### src/rtl/led_matrix_pkg.sv
// Shared types and helpers for the LED matrix scanner.
// Polarity is applied per pin so any matrix width can reuse the same helper.
package led_matrix_pkg;

    typedef enum logic {S_BLANK, S_DRIVE} scan_state_t;

    function automatic logic apply_pol(input logic bits, input logic act_low);
        return act_low ? ~bits : bits;
    endfunction

endpackage

### src/rtl/scan_tick_gen.sv
// Row-slot counter: counts 0..ROW_CYCLES-1 and flags the slot end and the drive window.
module scan_tick_gen #(
    parameter int ROW_CYCLES   = 27000,
    parameter int BLANK_CYCLES = 270,
    localparam int CNT_W       = $clog2(ROW_CYCLES)
) (
    input  logic             clk,
    input  logic             rst,
    output logic [CNT_W-1:0] slot_cnt,
    output logic             slot_wrap,
    output logic             drive_en
);

    localparam logic [CNT_W-1:0] SLOT_LAST  = CNT_W'(ROW_CYCLES - 1);
    localparam logic [CNT_W-1:0] BLANK_SIZE = CNT_W'(BLANK_CYCLES);

    assign slot_wrap = (slot_cnt == SLOT_LAST);
    assign drive_en  = (slot_cnt >= BLANK_SIZE);

    always_ff @(posedge clk or posedge rst) begin
        if (rst)
            slot_cnt <= '0;
        else if (slot_wrap)
            slot_cnt <= '0;
        else
            slot_cnt <= slot_cnt + 1'b1;
    end

endmodule

### src/rtl/led_matrix_scanner.sv
// Row-multiplexed LED matrix driver with a double-buffered framebuffer.
// Buffers swap only on the last-row wrap, so a frame is never shown half old, half new.
module led_matrix_scanner
    import led_matrix_pkg::*;
#(
    parameter int ROWS          = 8,
    parameter int COLS          = 8,
    parameter int ROW_CYCLES    = 27000,
    parameter int BLANK_CYCLES  = 270,
    parameter int ANODE_ACT_LOW = 1,
    parameter int CATH_ACT_LOW  = 0
) (
    input  logic                    clk,
    input  logic                    rst,
    input  logic                    wr_en,
    input  logic [$clog2(ROWS)-1:0] wr_row,
    input  logic [COLS-1:0]         wr_data,
    input  logic                    swap_req,
    output logic                    swap_ack,
    output logic                    frame_start,
    output logic [ROWS-1:0]         anode,
    output logic [COLS-1:0]         cathode
);

    localparam int ROW_W = $clog2(ROWS);
    localparam int CNT_W = $clog2(ROW_CYCLES);
    localparam logic [ROW_W-1:0] ROW_LAST   = ROW_W'(ROWS - 1);
    localparam logic [CNT_W-1:0] BLANK_LAST = CNT_W'(BLANK_CYCLES - 1);
    localparam logic             AN_LOW     = (ANODE_ACT_LOW != 0);
    localparam logic             CA_LOW     = (CATH_ACT_LOW != 0);
    localparam logic [ROWS-1:0]  ANODE_OFF  = {ROWS{AN_LOW}};
    localparam logic [COLS-1:0]  CATH_OFF   = {COLS{CA_LOW}};

    if (BLANK_CYCLES >= ROW_CYCLES || BLANK_CYCLES < 1 || ROWS < 2) begin : g_param_err
        $error("led_matrix_scanner: need ROWS>=2 and 1<=BLANK_CYCLES<ROW_CYCLES");
    end

    logic [CNT_W-1:0] slot_cnt;
    logic             slot_wrap;
    logic             drive_en;

    scan_tick_gen #(
        .ROW_CYCLES  (ROW_CYCLES),
        .BLANK_CYCLES(BLANK_CYCLES)
    ) u_tick (
        .clk      (clk),
        .rst      (rst),
        .slot_cnt (slot_cnt),
        .slot_wrap(slot_wrap),
        .drive_en (drive_en)
    );

    scan_state_t      state, state_nxt;
    logic [ROW_W-1:0] row, row_nxt;
    logic             front_sel;
    logic             swap_pend;
    logic             swap_do;
    logic [COLS-1:0]  fb [2][ROWS];
    logic [ROWS-1:0]  anode_d;
    logic [COLS-1:0]  cathode_d;

    assign swap_do = slot_wrap && (row == ROW_LAST) && (swap_pend || swap_req);

    // Leaving DRIVE without drive_en only happens if state and counter disagree; it resyncs.
    always_comb begin
        state_nxt = state;
        row_nxt   = row;
        case (state)
            S_BLANK: if (slot_cnt == BLANK_LAST) state_nxt = S_DRIVE;
            S_DRIVE: if (slot_wrap || !drive_en) state_nxt = S_BLANK;
            default: state_nxt = S_BLANK;
        endcase
        if (slot_wrap)
            row_nxt = (row == ROW_LAST) ? '0 : row + 1'b1;
    end

    always_comb begin
        anode_d   = ANODE_OFF;
        cathode_d = CATH_OFF;
        if (state == S_DRIVE) begin
            for (int i = 0; i < ROWS; i++)
                anode_d[i] = apply_pol(row == ROW_W'(i), AN_LOW);
            for (int j = 0; j < COLS; j++)
                cathode_d[j] = apply_pol(fb[front_sel][row][j], CA_LOW);
        end
    end

    always_ff @(posedge clk or posedge rst) begin
        if (rst) begin
            state     <= S_BLANK;
            row       <= '0;
            front_sel <= 1'b0;
            swap_pend <= 1'b0;
        end else begin
            state     <= state_nxt;
            row       <= row_nxt;
            front_sel <= front_sel ^ swap_do;
            swap_pend <= swap_do ? 1'b0 : (swap_pend | swap_req);
        end
    end

    // Writes always target the back buffer as seen before any swap on the same edge.
    always_ff @(posedge clk or posedge rst) begin
        if (rst) begin
            for (int r = 0; r < ROWS; r++) begin
                fb[0][r] <= '0;
                fb[1][r] <= '0;
            end
        end else if (wr_en && (int'(wr_row) < ROWS)) begin
            fb[~front_sel][wr_row] <= wr_data;
        end
    end

    always_ff @(posedge clk or posedge rst) begin
        if (rst) begin
            anode       <= ANODE_OFF;
            cathode     <= CATH_OFF;
            frame_start <= 1'b0;
            swap_ack    <= 1'b0;
        end else begin
            anode       <= anode_d;
            cathode     <= cathode_d;
            frame_start <= (slot_cnt == '0) && (row == '0);
            swap_ack    <= swap_do;
        end
    end

endmodule

### config.mk
export PLATFORM = sky130hd
export DESIGN_NAME = led_matrix_scanner
export DESIGN_NICKNAME = d
export VERILOG_FILES = /design/src/rtl/led_matrix_pkg.sv /design/src/rtl/scan_tick_gen.sv /design/src/rtl/led_matrix_scanner.sv
export SDC_FILE = /design/constraint.sdc
export NUM_CORES = 1
export LEC_CHECK = 0
export BUFFER_PORTS_ARGS = -buffer_cell sky130_fd_sc_hd__clkbuf_2
export CORE_MARGIN = 8
export CORE_UTILIZATION = 60
export DETAILED_ROUTE_END_ITERATION = 16
export PLACE_DENSITY = 0.78
export SETUP_SLACK_MARGIN = 0.4
export SKIP_CTS_REPAIR_TIMING = 1
export SYNTH_ARGS = -nofsm -noshare
export SYNTH_HDL_FRONTEND = slang
export SYNTH_SLANG_ARGS = --single-unit
### constraint.sdc
create_clock -name clk -period 6.75 [get_ports clk]
set_clock_uncertainty 0.15 [all_clocks]
set_input_delay 1.0125 -clock clk [delete_from_list [all_inputs] [get_ports clk]]
set_output_delay 1.0125 -clock clk [all_outputs]
set_load 0.02 [all_outputs]
After elaboration in Yosys (flattened, before gate mapping) --
Index checks and enable logic that the tools add are counted.
Word-level totals: latch bits 0, bits in read-only memories 0, memories kept 0, output and inout bits 18, logic and storage cells 88, register bits 167, bits in writable memories 0, input port bits 15
Cells by class: shift operators 0, multiplexer cells 19, order comparisons 7, $mul 0, divide/modulo/power cells 0, bitwise operators 16, add/sub/neg operators 2, eq/ne operators 9, reductions and logical operators 10
Operators with widths (number):
- $mux W64 | 4
- $bwmux W128 | 1
- $demux W64 S1 | 1
- $mux W8 | 5
- $bmux W8 S3 | 1
- $demux W8 S3 | 1
- $add A15 B1 Y15 const B | 1
- $eq A15 B15 Y1 const B | 1
- $eq A15 B9 Y1 const B | 1
- $ge A15 B9 Y1 const B | 1
- $logic_not A15 Y1 | 1
- $mux W15 | 1
- $eq A3 B3 Y1 const B | 4
- $not A1 Y1 | 10
- $ge A4 B4 Y1 const B | 2
- $not A3 Y4 | 2
- $eq A3 B2 Y1 const B | 2
- $logic_and A1 B1 Y1 | 5
- $ge A2 B2 Y1 const B | 2
- $lt A4 B1 Y1 const B | 1
- $not A1 Y2 | 2
- $add A3 B1 Y3 const B | 1
- $eq A3 B1 Y1 const B | 1
- $logic_not A3 Y1 | 1
- other kinds (8) | 11

Logic depth before layout (Yosys ltp) --
depth after elaboration 8, gate-level depth with buffers 7, gate-level depth less buffers 6

By module --
A second synthesis with hierarchy kept.
Unflattened totals: cell total of the unflattened synthesis 556, area total of the unflattened synthesis 7644.8 um^2
Modules (own cells, without submodules):
- led_matrix_scanner | sequential area each 3813.7 um^2, times used 1, area each 6864.1 um^2, cells each 478
- scan_tick_gen | sequential area each 375.4 um^2, times used 1, area each 780.7 um^2, cells each 78

Worst setup path after synthesis --
OpenSTA, ideal clock, no wires.
path kind input to register, from in wr_en, to reg fb[112] in the netlist's numbering, required time 6475 ps, library setup time 125 ps, setup slack 4211 ps, arrival 2264 ps, path buffers 1, cell stages on the path 5, cell sequence clkbuf_1 > nor2b_1 > nand2_1 > nor2_1 > mux2_2
RTL lines:
- start, declared | line led_matrix_scanner.sv:15 | input logic wr_en,
- end signal, assigned by index | line led_matrix_scanner.sv:110 | fb[~front_sel][wr_row] <= wr_data;
- end, declared | line led_matrix_scanner.sv:58 | logic [COLS-1:0] fb [2][ROWS];

Worst setup path in the final report --
from reg front_sel, to reg fb[107] in the netlist's numbering
Between the ends: cells in the longest elaborated chain, start to end 7, elaborated cells between the ends (all ways) 8
RTL lines:
- start, declared | line led_matrix_scanner.sv:55 | logic front_sel;
- start signal, assigned | line led_matrix_scanner.sv:97 | front_sel <= front_sel ^ swap_do;
- $not A1 Y1 (*) | line led_matrix_scanner.sv:110
- $not A1 Y2 (*) | line led_matrix_scanner.sv:110
- $ge A2 B2 Y1 (not written as such) or $lt A2 B1 Y1 (tied branches) | line led_matrix_scanner.sv:110
- $logic_and A1 B1 Y1 (not written as such) | line led_matrix_scanner.sv:110
- $mux W64 (not written as such) | line led_matrix_scanner.sv:110
- $demux W64 S1 (*) | line led_matrix_scanner.sv:110
- $bwmux W128 (*) | line led_matrix_scanner.sv:110
Every way passes the cells marked *; elsewhere a longest branch is shown, timed or not. A chain may end at the register's enable or synchronous reset.

==> parameters.txt <==
Parameter                              Value

STA
  Final cycle utilization of the critical path    between 40 and 50%
  Number of pins with negative max-slew slack in the final report    0
  Fmax    around 0.34 GHz
  Slew margin rel.    between 20% and 30%
  Sum Neg Setup Slack    0 ns
  Unrepaired setup endpoints after global routing    no
  Min Clock Period, post-route    around 2.9 ns
  Least-Margin Pin Slew    roughly 1.2 ns
  Final count of hold timing violations    0
  Setup-failing EPs final    0

Finish
  NumNets Final    roughly 610
  Fraction of final layout cells with drive strength greater than 1    between 30% and 40%
  Area of all placed cells without fillers    approximately 8500 µm²
  Antenna cell count    0
  Growth of design area from synthesis to finish    11.8%

Worst setup path
  Worst Setup SP    front_sel
  Nature of the critical path startpoint    flip-flop
  Data required time at the worst endpoint    between 6 and 7 ns
  Element type at the critical path end    flip-flop
  Worst path arrival time    between 3 and 4 ns
  Reg2Reg Launch Point    front_sel
  Crit path max fanout    33
  Startpoint-to-endpoint class of the critical path    reg2reg

Outcome
  Result of the run    finished clean

Routing
  Total via count after detailed routing    approximately 4700
  Count of routing violations after the opening detailed-route iteration    402
  M1 wire length    between 6000 and 7000 µm
  Routed wire per std cell    between 20 and 25 µm
  Wire length reported by the detailed router    16500 µm
  Routed met2 length    8280 µm
  Total iterations of the first detailed-routing run    4
  DRC violations left    0
  Number of vias per cell    just over 6
  Wire length on met3    approximately 1000 µm
  Topmost layer with routed signal wires    met4
  Remaining number of nets flagged by the antenna check after routing    0

GRT
  Global-route wire length before repair    between 20000 and 30000 µm
  Number of global-route vias before repair    ~4900
  Initial antenna violation count    0
  Remaining global-route overflow    0
  Global-route usage over all layers    a little over a fifth
  Maximum number of pins on one net before global-route repair    102

Hold path
  Min-delay worst type    reg2reg
  Hold Path Origin    u_tick.slot_cnt[10]

Floorplan
  Core outline area    12500 µm²
  Die width    ~130 µm
  Number of top-level pins    33
  Number of rows created at floorplan    41
  Floorplan die height    ~130 µm
  DIE AREA    16500 µm²
  Starting Density    between 60 and 70%

Clock network
  Clock root buffer    sky130_fd_sc_hd__clkbuf_16
  Number of buffers created by CTS    17
  Clock latency at the later pin of the worst-skew pair    0.42 ns
  Clock slew at the register clock pins of the worst setup and hold paths    about 0.060 ns
  Deepest clock path buffer count    2
  Maximum level of the CTS H-tree    4
  CTS tree    done
  Total clock sinks    about 170

Synthesis
  Share of the yosys chip area belonging to registers    a little under three fifths
  Synthesized net count    about 590
  Number of distinct standard cells referenced by the synthesized netlist    36
  Mean Syn Cell Area    13.6 µm²
  Area of the mapped netlist    between 7000 and 8000 µm²
  Total of flip-flops plus latches after synthesis    between 150 and 200
  Synth Warn #    0
  Number of cells produced by synthesis    560

Place
  Placement Cell Area    just under 8000 µm²
  Detail Placement HPWL    ~10000 µm
  Count of buffers inserted at the top-level ports    32
  Final GP Congestion    0.813

Power
  Worst supply voltage drop on vdd    between 0.2 and 0.3 mV
  Pwr/cell area    266 nW/µm²
  Total power    ~2.3 mW
  Leak    approximately 3.7 nW

Job
  Number of max-capacitance violations reported    0
==> Yosys cell counts <==
master                     instances  area share, %
sky130_fd_sc_hd__dfstp_2           8            2.8
sky130_fd_sc_hd__or3_1             4           0.33
sky130_fd_sc_hd__nand2_1          17           0.84
sky130_fd_sc_hd__nand4_1           7           0.58
sky130_fd_sc_hd__inv_1            11           0.54
sky130_fd_sc_hd__xor2_1            4           0.46
sky130_fd_sc_hd__and2_1            3           0.25
sky130_fd_sc_hd__mux4_2           14            4.2
sky130_fd_sc_hd__a31o_2            1           0.12
sky130_fd_sc_hd__nor2b_1           5           0.41
sky130_fd_sc_hd__clkbuf_1         23            1.1
sky130_fd_sc_hd__a21boi_0          1          0.099
sky130_fd_sc_hd__or3_4             1           0.15
sky130_fd_sc_hd__dfrtp_1         159             52
sky130_fd_sc_hd__o21ai_0           6           0.40
sky130_fd_sc_hd__nor3_2            4           0.53
sky130_fd_sc_hd__nor2_1           21            1.0
sky130_fd_sc_hd__nor4_1            6           0.49
sky130_fd_sc_hd__nor3_1            3           0.20
sky130_fd_sc_hd__a21oi_1           3           0.20
sky130_fd_sc_hd__nand3_1          23            1.5
sky130_fd_sc_hd__ha_1             10            1.6
sky130_fd_sc_hd__o211ai_1          8           0.79
sky130_fd_sc_hd__nand3b_1          2           0.20
sky130_fd_sc_hd__mux2i_1          36            4.7
sky130_fd_sc_hd__xnor2_1           8           0.92
sky130_fd_sc_hd__and3_1            1          0.082
sky130_fd_sc_hd__o31ai_1           1          0.099
sky130_fd_sc_hd__buf_2             9           0.59
sky130_fd_sc_hd__nand4b_1          2           0.23
sky130_fd_sc_hd__nand2b_1          4           0.33
sky130_fd_sc_hd__mux2_2          128             19
sky130_fd_sc_hd__or4_4             1           0.15
sky130_fd_sc_hd__a22oi_1          24            2.4
sky130_fd_sc_hd__buf_4             1          0.099
sky130_fd_sc_hd__or4_1             1          0.099
==> registers in the layout (all words and copies together) (netlist names), 3 cells and up <==
signal / cells
cathode: 8
anode: 8
row: 3
fb: 128
u_tick.slot_cnt: 15
==> final timing paths <==
kind | to | slack [ns] | cells past startpoint
worst max-delay path | fb[107] | 3.85 | 4
worst min-delay path | u_tick.slot_cnt[10] | 0.35 | 1
worst max register to register | fb[107] | 3.85 | 4
worst min register to register | u_tick.slot_cnt[10] | 0.35 | 1
max in group asynchronous | fb[18] | 4.40 | 3
min in group asynchronous | fb[33] | 0.63 | 2
==> worst max-delay path, stage by stage (launching register included) <==
cell                      delay [ns]
sky130_fd_sc_hd__dfrtp_4        0.77
sky130_fd_sc_hd__buf_4          0.54
sky130_fd_sc_hd__nor2b_1        0.23
sky130_fd_sc_hd__nand3_1        0.57
sky130_fd_sc_hd__mux2_2         0.51
==> cells by family after synthesis <==
group / count (synthesis) / synth area share [%]
DFF: 167 / 55.2
muxes: 178 / 27.9
adders and majority gates: 10 / 1.65
xor gates and xnor gates: 12 / 1.38
and+or+nand+nor: 105 / 7.42
AOI/OAI and AO/OA: 44 / 4.07
buffers and inverters: 44 / 2.37
==> where the power goes <==
| group | internal [mW] | switching [mW] | leakage (nW) |
|---|---|---|---|
| Sequential | 1.09 | 0.0449 | 2.16 |
| Combinational | 0.0702 | 0.0633 | 1.25 |
| Clock | 0.596 | 0.396 | 0.291 |
| Total | 1.75 | 0.504 | 3.70 |
==> routing by layer <==
metal	up-vias	GRT usage, %
met5	-	0
met4	0	7.34
li1	2094	-
met1	2459	27.8
met2	150	35.0
met3	25	5.59
==> placed cells by master (no fill, tap or decap), types with 10 or more instances in the layout <==
cell type and instances:
sky130_fd_sc_hd__a22oi_1 24, sky130_fd_sc_hd__clkbuf_16 17, sky130_fd_sc_hd__clkbuf_2 32, sky130_fd_sc_hd__dfrtp_1 158
sky130_fd_sc_hd__ha_1 10, sky130_fd_sc_hd__inv_1 10, sky130_fd_sc_hd__mux2_2 128, sky130_fd_sc_hd__mux2i_1 36
sky130_fd_sc_hd__mux4_2 14, sky130_fd_sc_hd__nand2_1 17, sky130_fd_sc_hd__nand3_1 23, sky130_fd_sc_hd__nor2_1 21
==> final cells by class <==
cell class / count / area, µm²
clock buffer: 19 / 443
clock inverter: 13 / 170
fill: 882 / 3980
inverter: 11 / 46.3
multi-input combinational: 349 / 3230
sequential: 167 / 4190
tap: 172 / 215
timing repair buffer: 36 / 190
==> through the flow <==
step / hold WS (ns) / std cells / util (%) / worst slack, ns
3_5_place_dp: 0.338 / 735 / 63.2 / 3.77
5_1_grt: 0.369 / 767 / 68.1 / 3.72
3_3_place_gp: 0.329 / 735 / 63.2 / 3.83
4_1_cts: 0.351 / 767 / 68.1 / 3.86
6_report: 0.352 / 767 / 68.1 / 3.85
2_1_floorplan: 0.288 / 560 / - / 1.08
No activity file was read; power rests on OpenSTA's default activity.
